**config.mk**
```make
export PLATFORM = sky130hd
export DESIGN_NAME = iir_out_decimator_flat
export DESIGN_NICKNAME = d
export VERILOG_FILES = /design/src/rtl/iir_out_decimator_if.sv /design/src/rtl/iir_out_decimator.sv /design/src/flat_wrapper.sv
export SDC_FILE = /design/constraint.sdc
export NUM_CORES = 1
export LEC_CHECK = 0
export ABC_AREA = 1
export BUFFER_PORTS_ARGS = -buffer_cell sky130_fd_sc_hd__buf_4
export CAP_MARGIN = 20
export CELL_PAD_IN_SITES_DETAIL_PLACEMENT = 0
export CELL_PAD_IN_SITES_GLOBAL_PLACEMENT = 1
export CORE_MARGIN = 2
export CORE_UTILIZATION = 40
export CTS_BUF_LIST = sky130_fd_sc_hd__clkbuf_16
export CTS_CLUSTER_DIAMETER = 80
export DETAILED_ROUTE_END_ITERATION = 16
export PLACE_DENSITY = 0.75
export SLEW_MARGIN = 20
export SYNTH_ARGS = -nofsm -noshare
export SYNTH_HDL_FRONTEND = slang
export SYNTH_SLANG_ARGS = --single-unit
```
**constraint.sdc**
```tcl
create_clock -name clk -period 2.55 [get_ports clk]
set_input_delay 0.255 -clock clk [delete_from_list [all_inputs] [get_ports clk]]
set_output_delay 0.255 -clock clk [all_outputs]
set_load 0.02 [all_outputs]
```
**src/rtl/iir_out_decimator_if.sv**
```systemverilog
// Valid/ready bundle between the IIR output decimator and its producer/consumer.
// The producer/consumer side uses the master modport; the decimator uses slave.
interface iir_out_decimator_if #(
    parameter int WORD_LEN_IN  = 16,
    parameter int WORD_LEN_OUT = 16
);
    logic                    in_valid;
    logic [WORD_LEN_IN-1:0]  in_data;
    logic                    in_ready;
    logic                    out_valid;
    logic [WORD_LEN_OUT-1:0] out_data;
    logic                    out_ready;

    modport master (
        output in_valid, in_data, out_ready,
        input  in_ready, out_valid, out_data
    );

    modport slave (
        input  in_valid, in_data, out_ready,
        output in_ready, out_valid, out_data
    );
endinterface

```
**src/rtl/iir_out_decimator.sv**
```systemverilog
// Accumulate-and-dump decimator for the IIR output, with round-half-up requantization,
// saturation and an output FIFO. Optional saturation counter: IIR_DEC_SAT_CNT_EN.
module iir_out_decimator #(
    parameter int WORD_LEN_IN   = 16,
    parameter int WORD_FRAC_IN  = 14,
    parameter int WORD_LEN_OUT  = 16,
    parameter int WORD_FRAC_OUT = 15,
    parameter int DECIM_LOG2    = 2,
    parameter int FIFO_DEPTH    = 4
) (
    input  logic                 clk,
    input  logic                 rst,
    iir_out_decimator_if.slave   bus,
    output logic                 sat_flag,
    input  logic                 sat_clr
`ifdef IIR_DEC_SAT_CNT_EN
    ,
    output logic [15:0]          sat_cnt
`endif
);
    localparam int D      = 1 << DECIM_LOG2;
    localparam int ACC_W  = WORD_LEN_IN + DECIM_LOG2;
    localparam int CNT_W  = (DECIM_LOG2 > 0) ? DECIM_LOG2 : 1;
    localparam int S      = DECIM_LOG2 + WORD_FRAC_IN - WORD_FRAC_OUT;
    localparam int LSH    = (S < 0) ? -S : 0;
    localparam int BASE_W = ((ACC_W + LSH) > WORD_LEN_OUT) ? (ACC_W + LSH) : WORD_LEN_OUT;
    localparam int WIDE_W = BASE_W + 1;
    localparam int PTR_W  = $clog2(FIFO_DEPTH);
    localparam int OCC_W  = PTR_W + 1;

    localparam logic signed [WIDE_W-1:0] OUT_MAX =
        {{(WIDE_W-WORD_LEN_OUT+1){1'b0}}, {(WORD_LEN_OUT-1){1'b1}}};
    localparam logic signed [WIDE_W-1:0] OUT_MIN =
        {{(WIDE_W-WORD_LEN_OUT+1){1'b1}}, {(WORD_LEN_OUT-1){1'b0}}};

    logic signed [ACC_W-1:0]  acc_r;
    logic [CNT_W-1:0]         cnt_r;
    logic signed [ACC_W-1:0]  sum_s;
    logic signed [WIDE_W-1:0] sum_wide_s;
    logic signed [WIDE_W-1:0] scaled_s;
    logic [WORD_LEN_OUT-1:0]  q_s;
    logic                     sat_s;
    logic                     last_s;
    logic                     full_s;
    logic                     in_ready_s;
    logic                     accept_s;
    logic                     push_s;
    logic                     pop_s;
    logic [WORD_LEN_OUT-1:0]  mem_r [FIFO_DEPTH];
    logic [PTR_W-1:0]         wr_ptr_r;
    logic [PTR_W-1:0]         rd_ptr_r;
    logic [OCC_W-1:0]         occ_r;
    logic [OCC_W-1:0]         occ_nxt_s;
    logic                     out_valid_r;
    logic                     sat_flag_r;

    // A dump is only offered when the FIFO can take it, so no result is ever dropped.
    assign last_s     = (cnt_r == CNT_W'(D - 1));
    assign full_s     = (occ_r == OCC_W'(FIFO_DEPTH));
    assign in_ready_s = !last_s || !full_s;
    assign accept_s   = bus.in_valid && in_ready_s;
    assign push_s     = accept_s && last_s;
    assign pop_s      = out_valid_r && bus.out_ready;

    assign sum_s      = acc_r + ACC_W'($signed(bus.in_data));
    assign sum_wide_s = WIDE_W'(sum_s);

    if (S > 0) begin : g_rshift
        localparam logic signed [WIDE_W-1:0] HALF = {{(WIDE_W-1){1'b0}}, 1'b1} << (S - 1);
        assign scaled_s = (sum_wide_s + HALF) >>> S;
    end else if (S == 0) begin : g_pass
        assign scaled_s = sum_wide_s;
    end else begin : g_lshift
        assign scaled_s = sum_wide_s <<< LSH;
    end

    // Clip the requantized sum to the output word range.
    always_comb begin
        sat_s = 1'b0;
        q_s   = scaled_s[WORD_LEN_OUT-1:0];
        if (scaled_s > OUT_MAX) begin
            sat_s = 1'b1;
            q_s   = OUT_MAX[WORD_LEN_OUT-1:0];
        end else if (scaled_s < OUT_MIN) begin
            sat_s = 1'b1;
            q_s   = OUT_MIN[WORD_LEN_OUT-1:0];
        end else begin
            sat_s = 1'b0;
        end
    end

    // Next FIFO occupancy from push/pop pair.
    always_comb begin
        occ_nxt_s = occ_r;
        case ({push_s, pop_s})
            2'b10:   occ_nxt_s = occ_r + OCC_W'(1);
            2'b01:   occ_nxt_s = occ_r - OCC_W'(1);
            default: occ_nxt_s = occ_r;
        endcase
    end

    // Group accumulator and sample counter.
    always_ff @(posedge clk or posedge rst) begin
        if (rst) begin
            acc_r <= '0;
            cnt_r <= '0;
        end else if (accept_s) begin
            if (last_s) begin
                acc_r <= '0;
                cnt_r <= '0;
            end else begin
                acc_r <= sum_s;
                cnt_r <= cnt_r + CNT_W'(1);
            end
        end
    end

    // Output FIFO storage, pointers and registered valid.
    always_ff @(posedge clk or posedge rst) begin
        if (rst) begin
            for (int i = 0; i < FIFO_DEPTH; i++) begin
                mem_r[i] <= '0;
            end
            wr_ptr_r    <= '0;
            rd_ptr_r    <= '0;
            occ_r       <= '0;
            out_valid_r <= 1'b0;
        end else begin
            if (push_s) begin
                mem_r[wr_ptr_r] <= q_s;
                wr_ptr_r        <= wr_ptr_r + PTR_W'(1);
            end
            if (pop_s) begin
                rd_ptr_r <= rd_ptr_r + PTR_W'(1);
            end
            occ_r       <= occ_nxt_s;
            out_valid_r <= (occ_nxt_s != OCC_W'(0));
        end
    end

    // Sticky saturation flag; a new saturation beats a simultaneous clear.
    always_ff @(posedge clk or posedge rst) begin
        if (rst) begin
            sat_flag_r <= 1'b0;
        end else if (push_s && sat_s) begin
            sat_flag_r <= 1'b1;
        end else if (sat_clr) begin
            sat_flag_r <= 1'b0;
        end
    end

`ifdef IIR_DEC_SAT_CNT_EN
    logic [15:0] sat_cnt_r;

    // Saturating count of clipped pushes.
    always_ff @(posedge clk or posedge rst) begin
        if (rst) begin
            sat_cnt_r <= 16'd0;
        end else if (sat_clr) begin
            sat_cnt_r <= (push_s && sat_s) ? 16'd1 : 16'd0;
        end else if (push_s && sat_s && (sat_cnt_r != 16'hFFFF)) begin
            sat_cnt_r <= sat_cnt_r + 16'd1;
        end
    end

    assign sat_cnt = sat_cnt_r;
`endif

    assign bus.in_ready  = in_ready_s;
    assign bus.out_valid = out_valid_r;
    assign bus.out_data  = mem_r[rd_ptr_r];
    assign sat_flag      = sat_flag_r;
endmodule

```
**src/flat_wrapper.sv**
```systemverilog
// flat-port wrapper written by rule: the top's interface ports become plain ports
module iir_out_decimator_flat 
#(
    parameter int WORD_LEN_IN   = 16,
    parameter int WORD_FRAC_IN  = 14,
    parameter int WORD_LEN_OUT  = 16,
    parameter int WORD_FRAC_OUT = 15,
    parameter int DECIM_LOG2    = 2,
    parameter int FIFO_DEPTH    = 4
)
  (clk, rst, sat_flag, sat_clr, bus_in_valid, bus_in_data, bus_out_ready, bus_in_ready, bus_out_valid, bus_out_data);
  iir_out_decimator_if #(.WORD_LEN_IN(WORD_LEN_IN), .WORD_LEN_OUT(WORD_LEN_OUT)) bus_i ();
  input  logic clk;
  input  logic rst;
  output logic sat_flag;
  input  logic sat_clr;
  input wire logic [$bits(bus_i.in_valid)-1:0] bus_in_valid;
  input wire logic [$bits(bus_i.in_data)-1:0] bus_in_data;
  input wire logic [$bits(bus_i.out_ready)-1:0] bus_out_ready;
  output wire logic [$bits(bus_i.in_ready)-1:0] bus_in_ready;
  output wire logic [$bits(bus_i.out_valid)-1:0] bus_out_valid;
  output wire logic [$bits(bus_i.out_data)-1:0] bus_out_data;
  assign bus_i.in_valid = bus_in_valid;
  assign bus_i.in_data = bus_in_data;
  assign bus_i.out_ready = bus_out_ready;
  assign bus_in_ready = bus_i.in_ready;
  assign bus_out_valid = bus_i.out_valid;
  assign bus_out_data = bus_i.out_data;
  iir_out_decimator #(.WORD_LEN_IN(WORD_LEN_IN), .WORD_FRAC_IN(WORD_FRAC_IN), .WORD_LEN_OUT(WORD_LEN_OUT), .WORD_FRAC_OUT(WORD_FRAC_OUT), .DECIM_LOG2(DECIM_LOG2), .FIFO_DEPTH(FIFO_DEPTH)) u_core (.clk(clk), .rst(rst), .bus(bus_i), .sat_flag(sat_flag), .sat_clr(sat_clr));
endmodule
```
==> results by group <==
Min path
  • Worst min-delay path category: in -> async

Placement
  • Placer Congestion: 0.8928
  • Dpl cell area: a little under 7000 µm²
  • Detailed placement HPWL: 11420 µm
  • I/O Buffers: 39
  • Placed insts: between 1000 and 1500

Setup path
  • Top cell by count, worst path: nand2_2
  • Critical Path Start: u_core.acc_r[0]$_DFFE_PP0P_
  • Critical path launch point type: flop
  • R2R Setup Slk: -0.45 ns
  • Critical path class: reg -> reg
  • R2R Path End: u_core.mem_r[41]$_DFFE_PP0P_
  • Crit path required time: 2.83 ns
  • Slowest Stage Delay on Critical Path: between 0.5 and 0.6 ns
  • Top delay family on crit path: simple AND/OR/NAND/NOR gates
  • Cells along the critical path: ha_2, inv_2, fa_1, inv_2, ha_4, inv_2, nor2_2, nand3_2, nor2_2, nand2_2, nor2_2, nand3_2, nor2_4, nand2_1, nand2_2, nand3_2, nand2_4, buf_12, nand2_4, nand2_4, nand2_2, nand2_2
  • R2R depth: 22
  • Critical path endpoint category: flop
  • Slowest-stage cell, CP: fa_1
  • CP arrival: 3.28 ns
  • Worst R2R Start: u_core.acc_r[0]$_DFFE_PP0P_
  • CP Max Fanout: 8
  • Worst path buffer plus inverter count: 4

Clock network
  • H-tree depth: 3
  • CTS tree: yes
  • Worst-Skew Late Latency: approximately 0.34 ns
  • CTS sink count: a little over 90
  • Clk root buf: clkbuf_16
  • Cts bufs inserted: 9
  • CTS Buffer Depth: 2
  • CTS clk-pin slew, worst paths: around 0.06 ns

Finish
  • Fill cells: between 1000 and 1500
  • Area grow syn2layout: 28.07%
  • Commonest non-fill, non-tap cells in the layout: nand2_1 (304), buf_4 (124), dfrtp_1 (93)
  • Antenna diode count: 0
  • Sequential standard cell area: ~2300 µm²
  • Fin cells: 1119
  • Layout Utilization: 0.5200
  • Multi-input logic area: roughly 3300 µm²
  • Share of layout cells above drive strength 1: 0.2545
  • Commonest non-fill, non-tap cell in the layout: nand2_1
  • Nets: slightly below 1000
  • Post-route cell area: 7501 µm²

Power and ir drop
  • Power per cell area: 1618 nW/µm²
  • Leakage: ~4.1 nW
  • VDD IR max: between 0.7 and 0.8 mV

Synthesis
  • Average cell area after synthesis: 7.222 µm²
  • Synth Net Count: 858
  • Share of the synthesized area in the top cell type: 0.3974
  • Syn. warnings: 0
  • Synth top area cells: dfrtp_1 (40%), nand2_1 (22%), inv_1 (5.3%), ha_1 (5.1%), o21ai_0 (4.7%)
  • Sequential share of the synthesized area: 0.3974
  • #FFs+latches synth: 93
  • Area leader, netlist: dfrtp_1
  • Cell area after synthesis: 5857 µm²
  • Cells after synthesis: about 810
  • Yosys cell types: 32

GRT
  • Vias in the first global route: about 5400
  • Antenna violations before repair: 0
  • Largest net degree at the start of global routing: between 40 and 50
  • Total track usage: 0.2105
  • First-pass GRT wire length: between 20000 and 30000 µm
  • Total gr overflow: 0

Timing
  • RSZ-0062 raised after global routing: yes
  • Worst setup margin: -0.4462 ns
  • FMAX: roughly 330 MHz
  • Final Max Tran Viols: 0
  • Worst slew pin tran: between 0.7 and 0.8 ns
  • Hold Slack: between 0.02 and 0.03 ns
  • Hold Vio Cnt, Final: 0
  • Setup TNS: -26.49 ns
  • Relative slew slack: 0.4965
  • Fin crit share: 1.175
  • Min cycle time layout: ~3.0 ns
  • Setup Viol. Count Final: 65
  • Clock Skew: between 0.005 and 0.006 ns

Floorplanning
  • DIE AREA: ~16000 µm²
  • DIE HEIGHT: 125.0 µm
  • Row count: 44
  • IO Count: 40
  • Initial Utilization: 0.4061
  • Die X: 125.0 µm
  • Core area: around 14000 µm²

Drt
  • Drt drc: 0
  • WL per Instance: between 10 and 15 µm
  • Total number of vias: 5542
  • ANT nets after route: 0
  • Total wire length: between 15000 and 20000 µm
  • Vias/cell: approximately 5.0
  • DRT Pass-1 Iters: 5
  • 1st-iter DRT viols: around 430

Flow run
  • Maxcap violations: 0

Run status
  • Status: finished with violations
  • Failing checks: negative setup slack
stage by stage:
| step | worst slack [ns] | total power [mW] |
|---|---|---|
| floorplan | -0.2215 | 7.400 |
| global placement | -0.4320 | 10.00 |
| detailed placement | -0.5048 | 10.08 |
| CTS | -0.4076 | 11.66 |
| global route | -0.6446 | 13.13 |
| finish | -0.4462 | 12.13 |
logic make-up after synthesis:
kind of cell / synth area share
and+or+nand+nor: 0.3585
DFF: 0.3974
AOI/OAI and AO/OA: 0.08353
xor gates and xnor gates: 0.02692
adders and majority gates: 0.05811
buffers and inverters: 0.07563
power by group:
group / switching [mW] / internal (mW)
registers: 0.406 / 2.18
clock network: 0.549 / 0.744
logic: 4.88 / 3.37
synth_stat cells:
cell and number:
inv_1 82, nor2_4 3, ha_1 24, xor2_1 12, inv_2 4, or3_1 1
nand3_4 1, fa_1 2, clkinv_1 1, nand2_1 340, a21o_1 1, clkbuf_1 13
nand2_2 11, nor2_2 5, nor3_1 7, buf_12 2, o22ai_1 17, nand3b_1 5
a21oi_1 13, nor2_1 51, dfrtp_1 93, xnor2_1 6, o21ai_0 55, nand4_1 4
a21oi_2 1, and2_1 2, buf_2 4, nand3_2 3, nand3_1 24, nand2_4 19
buf_1 2, a22o_1 3
layout make-up:
class	instances	area share
multi-input cells	610	0.4397
inverters	87	0.04404
clock buffers	9	0.03003
repair buffers	130	0.1378
clock inverters	6	0.007506
flip-flops and latches	93	0.3103
well taps	184	0.03069
worst register-to-register path, stage by stage, from the launching register on:
cell     delay, ns
dfrtp_1       0.36
ha_2          0.19
inv_2         0.04
fa_1          0.52
inv_2         0.10
ha_4          0.13
inv_2         0.03
nor2_2        0.08
nand3_2       0.08
nor2_2        0.13
nand2_2       0.07
nor2_2        0.12
nand3_2       0.10
nor2_4        0.16
nand2_1       0.08
nand2_2       0.08
nand3_2       0.08
nand2_4       0.12
buf_12        0.16
nand2_4       0.06
nand2_4       0.09
nand2_2       0.06
nand2_2       0.09
routing by layer:
layer / share of wire / GRT usage
met4: 0.012 / 0.04837
met1: 0.49 / 0.3021
met3: 0.031 / 0.03466
met5: 0 / 0
met2: 0.46 / 0.3360
state kept, by name (all words and copies together) (netlist names):
register              flops
u_core.mem_r             64
u_core.acc_r             18
u_core.occ_r              3
u_core.cnt_r              2
u_core.rd_ptr_r           2
u_core.wr_ptr_r           2
u_core.bus.out_valid      1
u_core.sat_flag           1
how the worst max path moves through the flow:
stage / end / slack (ns) / depth (start not counted)
after floorplan: u_core.mem_r[17]$_DFFE_PP0P_ / -0.22 / 22
after global placement: u_core.mem_r[46]$_DFFE_PP0P_ / -0.43 / 23
after global routing: u_core.mem_r[8]$_DFFE_PP0P_ / -0.64 / 22
final: u_core.mem_r[41]$_DFFE_PP0P_ / -0.45 / 22
after detailed placement: u_core.mem_r[58]$_DFFE_PP0P_ / -0.50 / 21
after CTS: u_core.mem_r[26]$_DFFE_PP0P_ / -0.41 / 22
what timing repair did:
item / 4_1_cts / 5_1_grt
resized for setup: 12 / 49
pin swaps: 4 / 48
buffers inserted: 10 / 8
hold buffers: 0 / 0
endpoints found under the setup margin: 65 / 66
Note: power is estimated with default switching activity, not from simulation.
